File: src/rtl/reflet_rect_fill_if.sv
// Command and pixel-write signals of the rectangle fill engine.
// The outline input exists only when RECT_OUTLINE_EN is defined.
interface reflet_rect_fill_if #(
  parameter int h_size      = 640,
  parameter int v_line      = 480,
  parameter int color_depth = 8
);
  localparam int XW = $clog2(h_size);
  localparam int YW = $clog2(v_line);

  logic                   start;
  logic [XW-1:0]          x0;
  logic [XW-1:0]          x1;
  logic [YW-1:0]          y0;
  logic [YW-1:0]          y1;
  logic [color_depth-1:0] R_in;
  logic [color_depth-1:0] G_in;
  logic [color_depth-1:0] B_in;
`ifdef RECT_OUTLINE_EN
  logic                   outline;
`endif
  logic                   busy;
  logic                   done;
  logic                   write_en;
  logic [XW-1:0]          h_pixel;
  logic [YW-1:0]          v_pixel;
  logic [color_depth-1:0] R_out;
  logic [color_depth-1:0] G_out;
  logic [color_depth-1:0] B_out;

  modport master (
`ifdef RECT_OUTLINE_EN
    output outline,
`endif
    output start, x0, x1, y0, y1, R_in, G_in, B_in,
    input  busy, done, write_en, h_pixel, v_pixel, R_out, G_out, B_out
  );

  modport slave (
`ifdef RECT_OUTLINE_EN
    input  outline,
`endif
    input  start, x0, x1, y0, y1, R_in, G_in, B_in,
    output busy, done, write_en, h_pixel, v_pixel, R_out, G_out, B_out
  );
endinterface

File: src/rtl/reflet_rect_fill.sv
// Rectangle fill engine: one frame-buffer pixel write per cycle in raster order.
// Optional border-only mode is compiled in with RECT_OUTLINE_EN.
module reflet_rect_fill #(
  parameter int h_size      = 640,
  parameter int v_line      = 480,
  parameter int color_depth = 8
) (
  input  logic               clk,
  input  logic               reset,
  reflet_rect_fill_if.slave  bus
);
  localparam int XW = $clog2(h_size);
  localparam int YW = $clog2(v_line);
  localparam int CW = color_depth;
  localparam logic [XW-1:0] X_LIM = XW'(h_size - 1);
  localparam logic [YW-1:0] Y_LIM = YW'(v_line - 1);

  typedef enum logic [1:0] {
    IDLE = 2'd0,
    FILL = 2'd1,
    DONE = 2'd2
  } state_t;

  state_t          state_r, state_s;
  logic [XW-1:0]   xmin_r, xmax_r, xmin_s, xmax_s;
  logic [YW-1:0]   ymin_r, ymax_r, ymin_s, ymax_s;
  logic [XW-1:0]   h_pixel_r, h_pixel_s;
  logic [YW-1:0]   v_pixel_r, v_pixel_s;
  logic [CW-1:0]   r_out_r, g_out_r, b_out_r, r_out_s, g_out_s, b_out_s;
  logic            write_en_r, busy_r, done_r, write_en_s, busy_s, done_s;
  logic            outline_r, outline_s;
  logic [XW-1:0]   cx0_s, cx1_s;
  logic [YW-1:0]   cy0_s, cy1_s;
  logic            interior_row_s;

  function automatic logic [XW-1:0] clamp_x(input logic [XW-1:0] v);
    if (v > X_LIM) clamp_x = X_LIM;
    else           clamp_x = v;
  endfunction

  function automatic logic [YW-1:0] clamp_y(input logic [YW-1:0] v);
    if (v > Y_LIM) clamp_y = Y_LIM;
    else           clamp_y = v;
  endfunction

  // Next-state and next-output computation; the output registers double as the x/y counters.
  always_comb begin
    state_s    = state_r;
    xmin_s     = xmin_r;
    xmax_s     = xmax_r;
    ymin_s     = ymin_r;
    ymax_s     = ymax_r;
    h_pixel_s  = h_pixel_r;
    v_pixel_s  = v_pixel_r;
    r_out_s    = r_out_r;
    g_out_s    = g_out_r;
    b_out_s    = b_out_r;
    write_en_s = 1'b0;
    busy_s     = 1'b0;
    done_s     = 1'b0;
    outline_s  = outline_r;
    cx0_s      = clamp_x(bus.x0);
    cx1_s      = clamp_x(bus.x1);
    cy0_s      = clamp_y(bus.y0);
    cy1_s      = clamp_y(bus.y1);
    interior_row_s = (v_pixel_r != ymin_r) && (v_pixel_r != ymax_r);

    case (state_r)
      IDLE: begin
        if (bus.start) begin
          xmin_s     = (cx0_s < cx1_s) ? cx0_s : cx1_s;
          xmax_s     = (cx0_s < cx1_s) ? cx1_s : cx0_s;
          ymin_s     = (cy0_s < cy1_s) ? cy0_s : cy1_s;
          ymax_s     = (cy0_s < cy1_s) ? cy1_s : cy0_s;
          h_pixel_s  = xmin_s;
          v_pixel_s  = ymin_s;
          r_out_s    = bus.R_in;
          g_out_s    = bus.G_in;
          b_out_s    = bus.B_in;
`ifdef RECT_OUTLINE_EN
          outline_s  = bus.outline;
`else
          outline_s  = 1'b0;
`endif
          write_en_s = 1'b1;
          busy_s     = 1'b1;
          state_s    = FILL;
        end else begin
          state_s    = IDLE;
        end
      end
      FILL: begin
        if ((h_pixel_r == xmax_r) && (v_pixel_r == ymax_r)) begin
          done_s     = 1'b1;
          state_s    = DONE;
        end else begin
          write_en_s = 1'b1;
          busy_s     = 1'b1;
          if (h_pixel_r == xmax_r) begin
            h_pixel_s = xmin_r;
            v_pixel_s = v_pixel_r + YW'(1);
          end else if (outline_r && interior_row_s && (h_pixel_r == xmin_r)) begin
            // Border-only rows skip the interior span in one step.
            h_pixel_s = xmax_r;
          end else begin
            h_pixel_s = h_pixel_r + XW'(1);
          end
        end
      end
      DONE: begin
        state_s = IDLE;
      end
      default: begin
        state_s = IDLE;
      end
    endcase
  end

  // State and registered-output update with asynchronous active-low reset.
  always_ff @(posedge clk or negedge reset) begin
    if (!reset) begin
      state_r    <= IDLE;
      xmin_r     <= '0;
      xmax_r     <= '0;
      ymin_r     <= '0;
      ymax_r     <= '0;
      h_pixel_r  <= '0;
      v_pixel_r  <= '0;
      r_out_r    <= '0;
      g_out_r    <= '0;
      b_out_r    <= '0;
      write_en_r <= 1'b0;
      busy_r     <= 1'b0;
      done_r     <= 1'b0;
      outline_r  <= 1'b0;
    end else begin
      state_r    <= state_s;
      xmin_r     <= xmin_s;
      xmax_r     <= xmax_s;
      ymin_r     <= ymin_s;
      ymax_r     <= ymax_s;
      h_pixel_r  <= h_pixel_s;
      v_pixel_r  <= v_pixel_s;
      r_out_r    <= r_out_s;
      g_out_r    <= g_out_s;
      b_out_r    <= b_out_s;
      write_en_r <= write_en_s;
      busy_r     <= busy_s;
      done_r     <= done_s;
      outline_r  <= outline_s;
    end
  end

  assign bus.write_en = write_en_r;
  assign bus.busy     = busy_r;
  assign bus.done     = done_r;
  assign bus.h_pixel  = h_pixel_r;
  assign bus.v_pixel  = v_pixel_r;
  assign bus.R_out    = r_out_r;
  assign bus.G_out    = g_out_r;
  assign bus.B_out    = b_out_r;
endmodule

File: src/flat_wrapper.sv
// flat-port wrapper written by rule: the top's interface ports become plain ports
module reflet_rect_fill_flat 
#(
  parameter int h_size      = 640,
  parameter int v_line      = 480,
  parameter int color_depth = 8
)
  (clk, reset, bus_start, bus_x0, bus_x1, bus_y0, bus_y1, bus_R_in, bus_G_in, bus_B_in, bus_busy, bus_done, bus_write_en, bus_h_pixel, bus_v_pixel, bus_R_out, bus_G_out, bus_B_out);
  reflet_rect_fill_if #(.h_size(h_size), .v_line(v_line), .color_depth(color_depth)) bus_i ();
  input  logic clk;
  input  logic reset;
  input wire logic [$bits(bus_i.start)-1:0] bus_start;
  input wire logic [$bits(bus_i.x0)-1:0] bus_x0;
  input wire logic [$bits(bus_i.x1)-1:0] bus_x1;
  input wire logic [$bits(bus_i.y0)-1:0] bus_y0;
  input wire logic [$bits(bus_i.y1)-1:0] bus_y1;
  input wire logic [$bits(bus_i.R_in)-1:0] bus_R_in;
  input wire logic [$bits(bus_i.G_in)-1:0] bus_G_in;
  input wire logic [$bits(bus_i.B_in)-1:0] bus_B_in;
  output wire logic [$bits(bus_i.busy)-1:0] bus_busy;
  output wire logic [$bits(bus_i.done)-1:0] bus_done;
  output wire logic [$bits(bus_i.write_en)-1:0] bus_write_en;
  output wire logic [$bits(bus_i.h_pixel)-1:0] bus_h_pixel;
  output wire logic [$bits(bus_i.v_pixel)-1:0] bus_v_pixel;
  output wire logic [$bits(bus_i.R_out)-1:0] bus_R_out;
  output wire logic [$bits(bus_i.G_out)-1:0] bus_G_out;
  output wire logic [$bits(bus_i.B_out)-1:0] bus_B_out;
  assign bus_i.start = bus_start;
  assign bus_i.x0 = bus_x0;
  assign bus_i.x1 = bus_x1;
  assign bus_i.y0 = bus_y0;
  assign bus_i.y1 = bus_y1;
  assign bus_i.R_in = bus_R_in;
  assign bus_i.G_in = bus_G_in;
  assign bus_i.B_in = bus_B_in;
  assign bus_busy = bus_i.busy;
  assign bus_done = bus_i.done;
  assign bus_write_en = bus_i.write_en;
  assign bus_h_pixel = bus_i.h_pixel;
  assign bus_v_pixel = bus_i.v_pixel;
  assign bus_R_out = bus_i.R_out;
  assign bus_G_out = bus_i.G_out;
  assign bus_B_out = bus_i.B_out;
  reflet_rect_fill #(.h_size(h_size), .v_line(v_line), .color_depth(color_depth)) u_core (.clk(clk), .reset(reset), .bus(bus_i));
endmodule
File: config.mk
export PLATFORM = sky130hd
export DESIGN_NAME = reflet_rect_fill_flat
export DESIGN_NICKNAME = d
export VERILOG_FILES = /design/src/rtl/reflet_rect_fill_if.sv /design/src/rtl/reflet_rect_fill.sv /design/src/flat_wrapper.sv
export SDC_FILE = /design/constraint.sdc
export NUM_CORES = 1
export LEC_CHECK = 0
export ABC_AREA = 1
export ABC_CLOCK_PERIOD_IN_PS = 1800
export BUFFER_PORTS_ARGS = -buffer_cell sky130_fd_sc_hd__buf_2
export CAP_MARGIN = 20
export CORE_MARGIN = 3
export CORE_UTILIZATION = 45
export CTS_CLUSTER_SIZE = 14
export DETAILED_ROUTE_END_ITERATION = 6
export PLACE_DENSITY = 0.71
export RECOVER_POWER = 100
export SLEW_MARGIN = 20
export SYNTH_ARGS = -nofsm -noshare
export SYNTH_HDL_FRONTEND = slang
export SYNTH_SLANG_ARGS = --single-unit
File: constraint.sdc
create_clock -name clk -period 1.8 [get_ports clk]
set_clock_uncertainty 0.2 [all_clocks]
set_input_delay 0.09 -clock clk [delete_from_list [all_inputs] [get_ports clk]]
set_output_delay 0.09 -clock clk [all_outputs]
set_load 0.01 [all_outputs]
==> flow_summary.yaml, run 1 <==
yosys:
  yosysTopAreaCellShare_pct: 39.0
  synth_top_family_by_area: "simple AND/OR/NAND/NOR gates"
  synth_ff_type: "dfrtp_1"
  seq_area_frac_synth_pct: 39.0
  avgSynthCellArea_sq_um: 6.78
  ys_warn_count: 0
  yosysMostFrequentCell: "nand2_1"
  yosys.area_share.adder_pct: 4.87
  synth-xor-area-share_pct: 2.51
  synth_area_leaders: "dfrtp_1 39%, nand2_1 21%, nand3_1 6.2%, nor2_1 5.0%, inv_1 4.9%"
  syn_area_sq_um: 4880
  ys_ff_latch: 76
  synth_mux_area_share_pct: 0
  synth_nets: 804
  yosysTopAreaCell: "dfrtp_1"
  syn_inst: 720
  synthArstFlopShare_pct: 100
  ys_types: 34
  synth_common_cells: "277 x nand2_1, 76 x dfrtp_1, 65 x nor2_1"
  synth-edff-count: 0
  synth_compound_area_share_pct: 8.54
  yosys.area_share.simple_pct: 36.6
clock_network:
  cts_tree: "built"
  root_buffer: "clkbuf_8"
  htreeDepth: 3
  clk_pin_slew_worst_paths_ns: 0.09
  clock-sinks: 76
  cts_buffers: 9
  clk_latency_ns: 0.35
  clockBufferDepth: 2
worst_setup_path:
  regToRegStartpoint: "u_core.bus.h_pixel[1]$_DFFE_PN0P_"
  crit_fanout: 5
  r2r_setup_slack_ns: -0.26
  arrival_ns: 2.11
  rr_worst_depth: 13
  crit_required_ns: 1.85
  end_kind: "register"
  crit_type: "reg -> reg"
  r2r_end: "u_core.bus.h_pixel[3]$_DFFE_PN0P_"
  crit_path_start_kind: "register"
sta:
  drv_slew: 0
  timing.fmax_ghz: 0.484
  relSlewSlack_pct: 38.3
  rsz0062_at_grt: "yes"
  post-route-min-period_ns: 2.06
  fin_crit_sh_pct: 115
  holdWs_ns: 0.0380
  setup_ws_ns: -0.265
  finalSetupViolations: 43
  tightest_slew_ns: 0.925
  hold_violations: 0
hold_path:
  hold_path_depth: 6
  hp-start: "bus_x1[2]"
  hold_end: "u_core.xmax_r[2]$_DFFE_PN0P_"
  hold_path_class: "in -> reg"
finish:
  regArea_sq_um: 1910
  nets: 1073
  area_delta_synth_final_pct: 61.0
  diodes: 0
  n_fill_cell: 758
  postLayoutCoreUtil_pct: 75.4
  multi_input_area_sq_um: 3200
  drive_above_1_share_pct: 40.3
placement:
  gp_congestion: 0.893
  pre_cts_ws_ns: -0.536
  port_buffers: 110
  hpwl_um: 10500
global_routing:
  overflow: 0
  grt_pass1_vias: 5224
  grt_busiest_layer: "met2"
  grt_use_total_pct: 24.5
  antenna_found_initial: 0
  grt_use_met1_pct: 31.2
  grt_max_degree: 42
  use_met2_pct: 42.5
  use_met3_pct: 5.13
  grt_first_pass_wirelength_um: 23700
drt:
  remaining_drc_errors: 0
  drtAntennaViolNets: 0
  finalWirelength_um: 16600
  wl_per_cell_um: 14.7
  vias_per_cell: 5.09
  firstDrtPassIters: 5
  num_vias: 5750
  first_iter_violations: 484
floorplan:
  die_height_um: 110
  dieWidth_um: 110
  dieArea_sq_um: 12100
  core_area_sq_um: 10400
  io_pins: 111
  core.rowCount: 37
  initial_core_util_pct: 46.8
outcome:
  outcome: "finished, violations left"
  violations: "negative setup slack"
power:
  power_density_nw_per_um2: 512
  peakVddDrop_mv: 0.373
  p_leak_nw: 4.08
run:
  drv_cap: 0
==> cell type report <==
cell class | instances | area share, %
clock buffer | 9 | 1.58
timing repair inverter | 1 | 0.0796
multi-input combinational | 540 | 40.8
tap | 136 | 2.17
clock inverter | 7 | 1.02
timing repair buffer | 283 | 26.0
inverter | 78 | 4.13
sequential | 76 | 24.3
==> layout by cell type, fill, tap and decap left out, types with 4 or more instances in the layout <==
cell | synthesis | final
a21oi_1 | 19 | 9
a21oi_2 | 4 | 14
buf_12 | 0 | 4
buf_2 | 6 | 75
buf_4 | 2 | 109
buf_6 | 1 | 13
clkbuf_1 | 18 | 38
clkbuf_8 | 0 | 9
dfrtp_1 | 76 | 73
dlygate4sd3_1 | 0 | 36
ha_1 | 19 | 9
ha_4 | 0 | 9
inv_1 | 64 | 47
inv_2 | 13 | 25
inv_6 | 0 | 4
nand2_1 | 277 | 236
nand2_2 | 5 | 35
nand2_4 | 2 | 13
nand3_1 | 60 | 47
nand3_2 | 0 | 13
nand4_1 | 5 | 5
nor2_1 | 65 | 37
nor2_2 | 3 | 20
nor2_4 | 1 | 12
o21ai_0 | 28 | 7
o21ai_1 | 17 | 25
o21ai_2 | 1 | 8
o21ai_4 | 0 | 6
o22ai_1 | 5 | 5
or2_4 | 0 | 4
xnor2_1 | 5 | 5
xor2_1 | 9 | 9
==> sequential cells by signal, indices dropped and copies added (netlist names) <==
signal               count
u_core.state_r           2
u_core.bus.h_pixel      10
u_core.ymax_r            9
u_core.bus.G_out         8
u_core.bus.B_out         8
u_core.bus.done          1
u_core.xmax_r           10
u_core.bus.R_out         8
u_core.xmin_r           10
u_core.bus.v_pixel       9
u_core.bus.write_en      1
==> per-layer routing <==
layer  vias up  share of wire (%)
met5         -                  0
met4         0                2.9
met3        52                6.5
met2       229                 50
met1      2662                 41
li1       2807                  -
==> cell families (layout without fill, tap and decap cells) <==
kind of cell | after synthesis | count (layout)
and+or+nand+nor | 429 | 430
buffers and inverters | 105 | 378
AOI/OAI and AO/OA | 77 | 77
DFF | 76 | 76
adders and majority gates | 19 | 19
xor gates and xnor gates | 14 | 14
==> worst max-delay path, cell delays in order (launching register included) <==
cell,delay [ns]
dfrtp_2,0.46
nor2_1,0.12
nor2_1,0.07
nor2_2,0.15
buf_4,0.13
nand2_1,0.06
nor2_2,0.14
nand2_1,0.17
nand2_1,0.10
nand3_1,0.12
nand2_4,0.11
inv_2,0.03
nand2_2,0.04
nand2_1,0.05
==> stage by stage <==
stage,cell area [sq um],total power [mW],cells,setup TNS [ns]
3_3_place_gp,6510,2.35,1049,-17.30
5_1_grt,7860,4.19,1130,-7.75
3_5_place_dp,6510,2.37,1049,-20.52
6_report,7860,4.02,1130,-4.78
2_1_floorplan,5060,2.07,720,-10.35
4_1_cts,7340,3.83,1114,-1.86
==> power by group <==
group	switching, mW	internal [mW]	leakage [nW]
clock	0.714	0.663	0.103
sequential	0	1.71	0.892
combinational	0.477	0.459	3.08
==> what timing repair did <==
item	4_1_cts	5_1_grt
setup buffers	11	15
hold buffers	36	0
gates resized for setup	41	123
pin swaps	17	39
cloned	3	3
hold endpoints to repair	108	0
endpoints found under the setup margin	46	49
==> worst max-delay path by stage <==
stage,to,slack (ns),cells past startpoint,from
4_1_cts,u_core.bus.v_pixel[3]$_DFFE_PN0P_,-0.14,11,u_core.bus.h_pixel[1]$_DFFE_PN0P_
6_report,u_core.bus.h_pixel[3]$_DFFE_PN0P_,-0.26,13,u_core.bus.h_pixel[1]$_DFFE_PN0P_
2_1_floorplan,u_core.bus.h_pixel[3]$_DFFE_PN0P_,-0.29,15,bus_x0[7]
3_5_place_dp,u_core.bus.h_pixel[3]$_DFFE_PN0P_,-0.54,16,bus_x0[7]
3_3_place_gp,u_core.ymax_r[7]$_DFFE_PN0P_,-0.46,15,bus_y0[6]
5_1_grt,u_core.bus.h_pixel[3]$_DFFE_PN0P_,-0.32,13,u_core.bus.h_pixel[1]$_DFFE_PN0P_
Power figures use the tool's default switching activity.
==> inputs of run 2 (changes only) <==
==> constraint.sdc (replaced) <==
create_clock -name clk -period 1.8 [get_ports clk]
set_clock_uncertainty 0.2 [all_clocks]
set_input_delay 0.18 -clock clk [delete_from_list [all_inputs] [get_ports clk]]
set_output_delay 0.18 -clock clk [all_outputs]
set_load 0.01 [all_outputs]
==> run 2 against run 1 <==
The run still ends with negative setup slack left. Count of clock-buffer cells in the layout is 1 higher. Non-clock buffer count is 14 lower. Sequential share of layout area grew 0.44 points. Largest power group unchanged. First-iteration DRC count down 40%. Maximum frequency is 0.15% lower. Via count fell by 1.9%. Setup slack worse by 0.0032 ns. Sequential power barely moved. Hold slack worse by 0.026 ns.
==> flow_summary.yaml, run 2 (synthesis results as in run 1) <==
outcome:
  outcome: "finished, violations left"
  violations: "negative setup slack"
power:
  power_density_nw_per_um2: 549
  total_power_mw: 4.24
  peakVddDrop_mv: 0.426
  combPwrFrac_pct: 21.5
  p_sw_share_pct: 26.9
  clkPwrFrac_pct: 38.2
  pwr-share-seq_pct: 40.2
  power_switching_mw: 1.14
  p_leak_nw: 4.06
  p_int_mw: 3.10
finish:
  design_area_sq_um: 7720
  area_delta_synth_final_pct: 58.2
  drive_above_1_share_pct: 37.7
  diodes: 0
  instances_no_fill: 1115
  final_common_cell: "nand2_1"
  mostFrequentLayoutCells: "242 x nand2_1, 107 x buf_4, 74 x buf_2"
  postLayoutCoreUtil_pct: 74.1
  nets: 1058
floorplan:
  io_pins: 111
  core_area_sq_um: 10400
  initial_core_util_pct: 46.8
  die_height_um: 110
  dieWidth_um: 110
  core.rowCount: 37
  dieArea_sq_um: 12100
drt:
  drtAntennaViolNets: 0
  vias_per_cell: 5.06
  firstDrtPassIters: 6
  num_vias: 5640
  remaining_drc_errors: 0
  wl_per_cell_um: 14.8
  finalWirelength_um: 16500
  first_iter_violations: 289
worst_setup_path:
  crit_fanout: 7
  regToRegStartpoint: "u_core.bus.h_pixel[0]$_DFFE_PN0P_"
  end_kind: "register"
  r2r_end: "u_core.bus.h_pixel[3]$_DFFE_PN0P_"
  rr_worst_depth: 14
  worstSetupStartpoint: "bus_x0[7]"
  crit_required_ns: 1.85
  r2r_setup_slack_ns: -0.25
  arrival_ns: 2.11
  crit_type: "in -> reg"
  endpoint: "u_core.bus.h_pixel[3]$_DFFE_PN0P_"
  crit_path_start_kind: "input pin"
clock_network:
  clk_latency_ns: 0.36
  cts_tree: "built"
  clk_pin_slew_worst_paths_ns: 0.08
  clock-sinks: 76
  cts_buffers: 9
  htreeDepth: 3
  clockBufferDepth: 2
  root_buffer: "clkbuf_8"
placement:
  gp_congestion: 0.870
  port_buffers: 110
  hpwl_um: 10700
  placed_area_sq_um: 6520
  dp_cells: 1050
  pre_cts_ws_ns: -0.615
global_routing:
  antenna_found_initial: 0
  grt_use_total_pct: 24.8
  grt_first_pass_wirelength_um: 23900
  overflow: 0
  grt_max_degree: 42
  grt_pass1_vias: 5195
sta:
  timing.fmax_ghz: 0.484
  setup_ws_ns: -0.268
  relSlewSlack_pct: 28.1
  drv_slew: 0
  holdWs_ns: 0.0122
  fin_crit_sh_pct: 115
  finalSetupViolations: 49
  tightest_slew_ns: 1.08
  rsz0062_at_grt: "yes"
  hold_violations: 0
  post-route-min-period_ns: 2.07
  finalSetupTns_ns: -5.94
run:
  drv_cap: 0
hold_path:
  hold_path_class: "in -> reg"
## run 2: cell types whose count changed in the layout (fill, tap and decap cells not counted), sizes merged
cell	previous run	this run
bufinv	1	3
inv	82	78
dlygate4sd3	36	29
clkinv	2	3
clkbuf	53	57
nand2	286	285
buf	203	193
## run 2: critical path, cell delays in order
cell and delay [ns]:
buf_8 0.10, nor2_4 0.12, nor2_4 0.08, or2_4 0.26
ha_4 0.22, nand2_2 0.07, inv_2 0.04, o21ai_4 0.13
a21oi_2 0.08, nor2_2 0.14, nand2_4 0.11, clkbuf_16 0.18
o21ai_4 0.15, nand2_1 0.09, nand2_1 0.09, nand2_1 0.05
## run 2: per-layer routing
metal	share of wire, %	up-vias	track usage [%]
met5	0	-	0
met4	2.4	0	5.80
met3	6.6	45	5.24
met2	51	243	42.7
met1	40	2583	32.1
li1	-	2769	-
## run 2: what timing repair did
action / CTS / global route
hold buffers: 29 / 0
pin swaps: 9 / 35
cloned: 1 / 4
endpoints found under the hold margin: 104 / 0
buffers inserted: 2 / 13
endpoints found under the setup margin: 48 / 49
gates resized for setup: 41 / 100
## run 2: power groups by stage
stage	Sequential [mW]	Clock, mW	Combinational, mW
after floorplan	1.74	0	0.328
after global placement	1.74	0	0.605
after detailed placement	1.74	0	0.628
after CTS	1.71	1.64	0.737
after global routing	1.71	1.72	0.984
final	1.71	1.62	0.912
## run 2: layout make-up
class | count | area [sq um]
Multi-Input combinational cell | 539 | 3160
Fill cell | 814 | 2700
Sequential cell | 76 | 1910
Timing Repair Buffer | 269 | 1900
Inverter | 78 | 325
Tap cell | 136 | 170
Clock buffer | 10 | 138
Clock inverter | 6 | 111
Timing Repair inverter | 1 | 11.3
## run 2: worst min path at each step
stage          slack, ns  startpoint                               to  depth (start not counted)
3_3_place_gp       -0.13       reset  u_core.bus.B_out[4]$_DFFE_PN0P_                          1
4_1_cts           0.0007   bus_y1[0]     u_core.ymax_r[0]$_DFFE_PN0P_                          5
6_report            0.01   bus_y1[6]     u_core.ymax_r[6]$_DFFE_PN0P_                          4
5_1_grt             0.01   bus_y1[7]     u_core.ymax_r[7]$_DFFE_PN0P_                          4
2_1_floorplan      -0.32       reset  u_core.bus.B_out[0]$_DFFE_PN0P_                          0
3_5_place_dp       -0.12       reset  u_core.bus.B_out[4]$_DFFE_PN0P_                          1
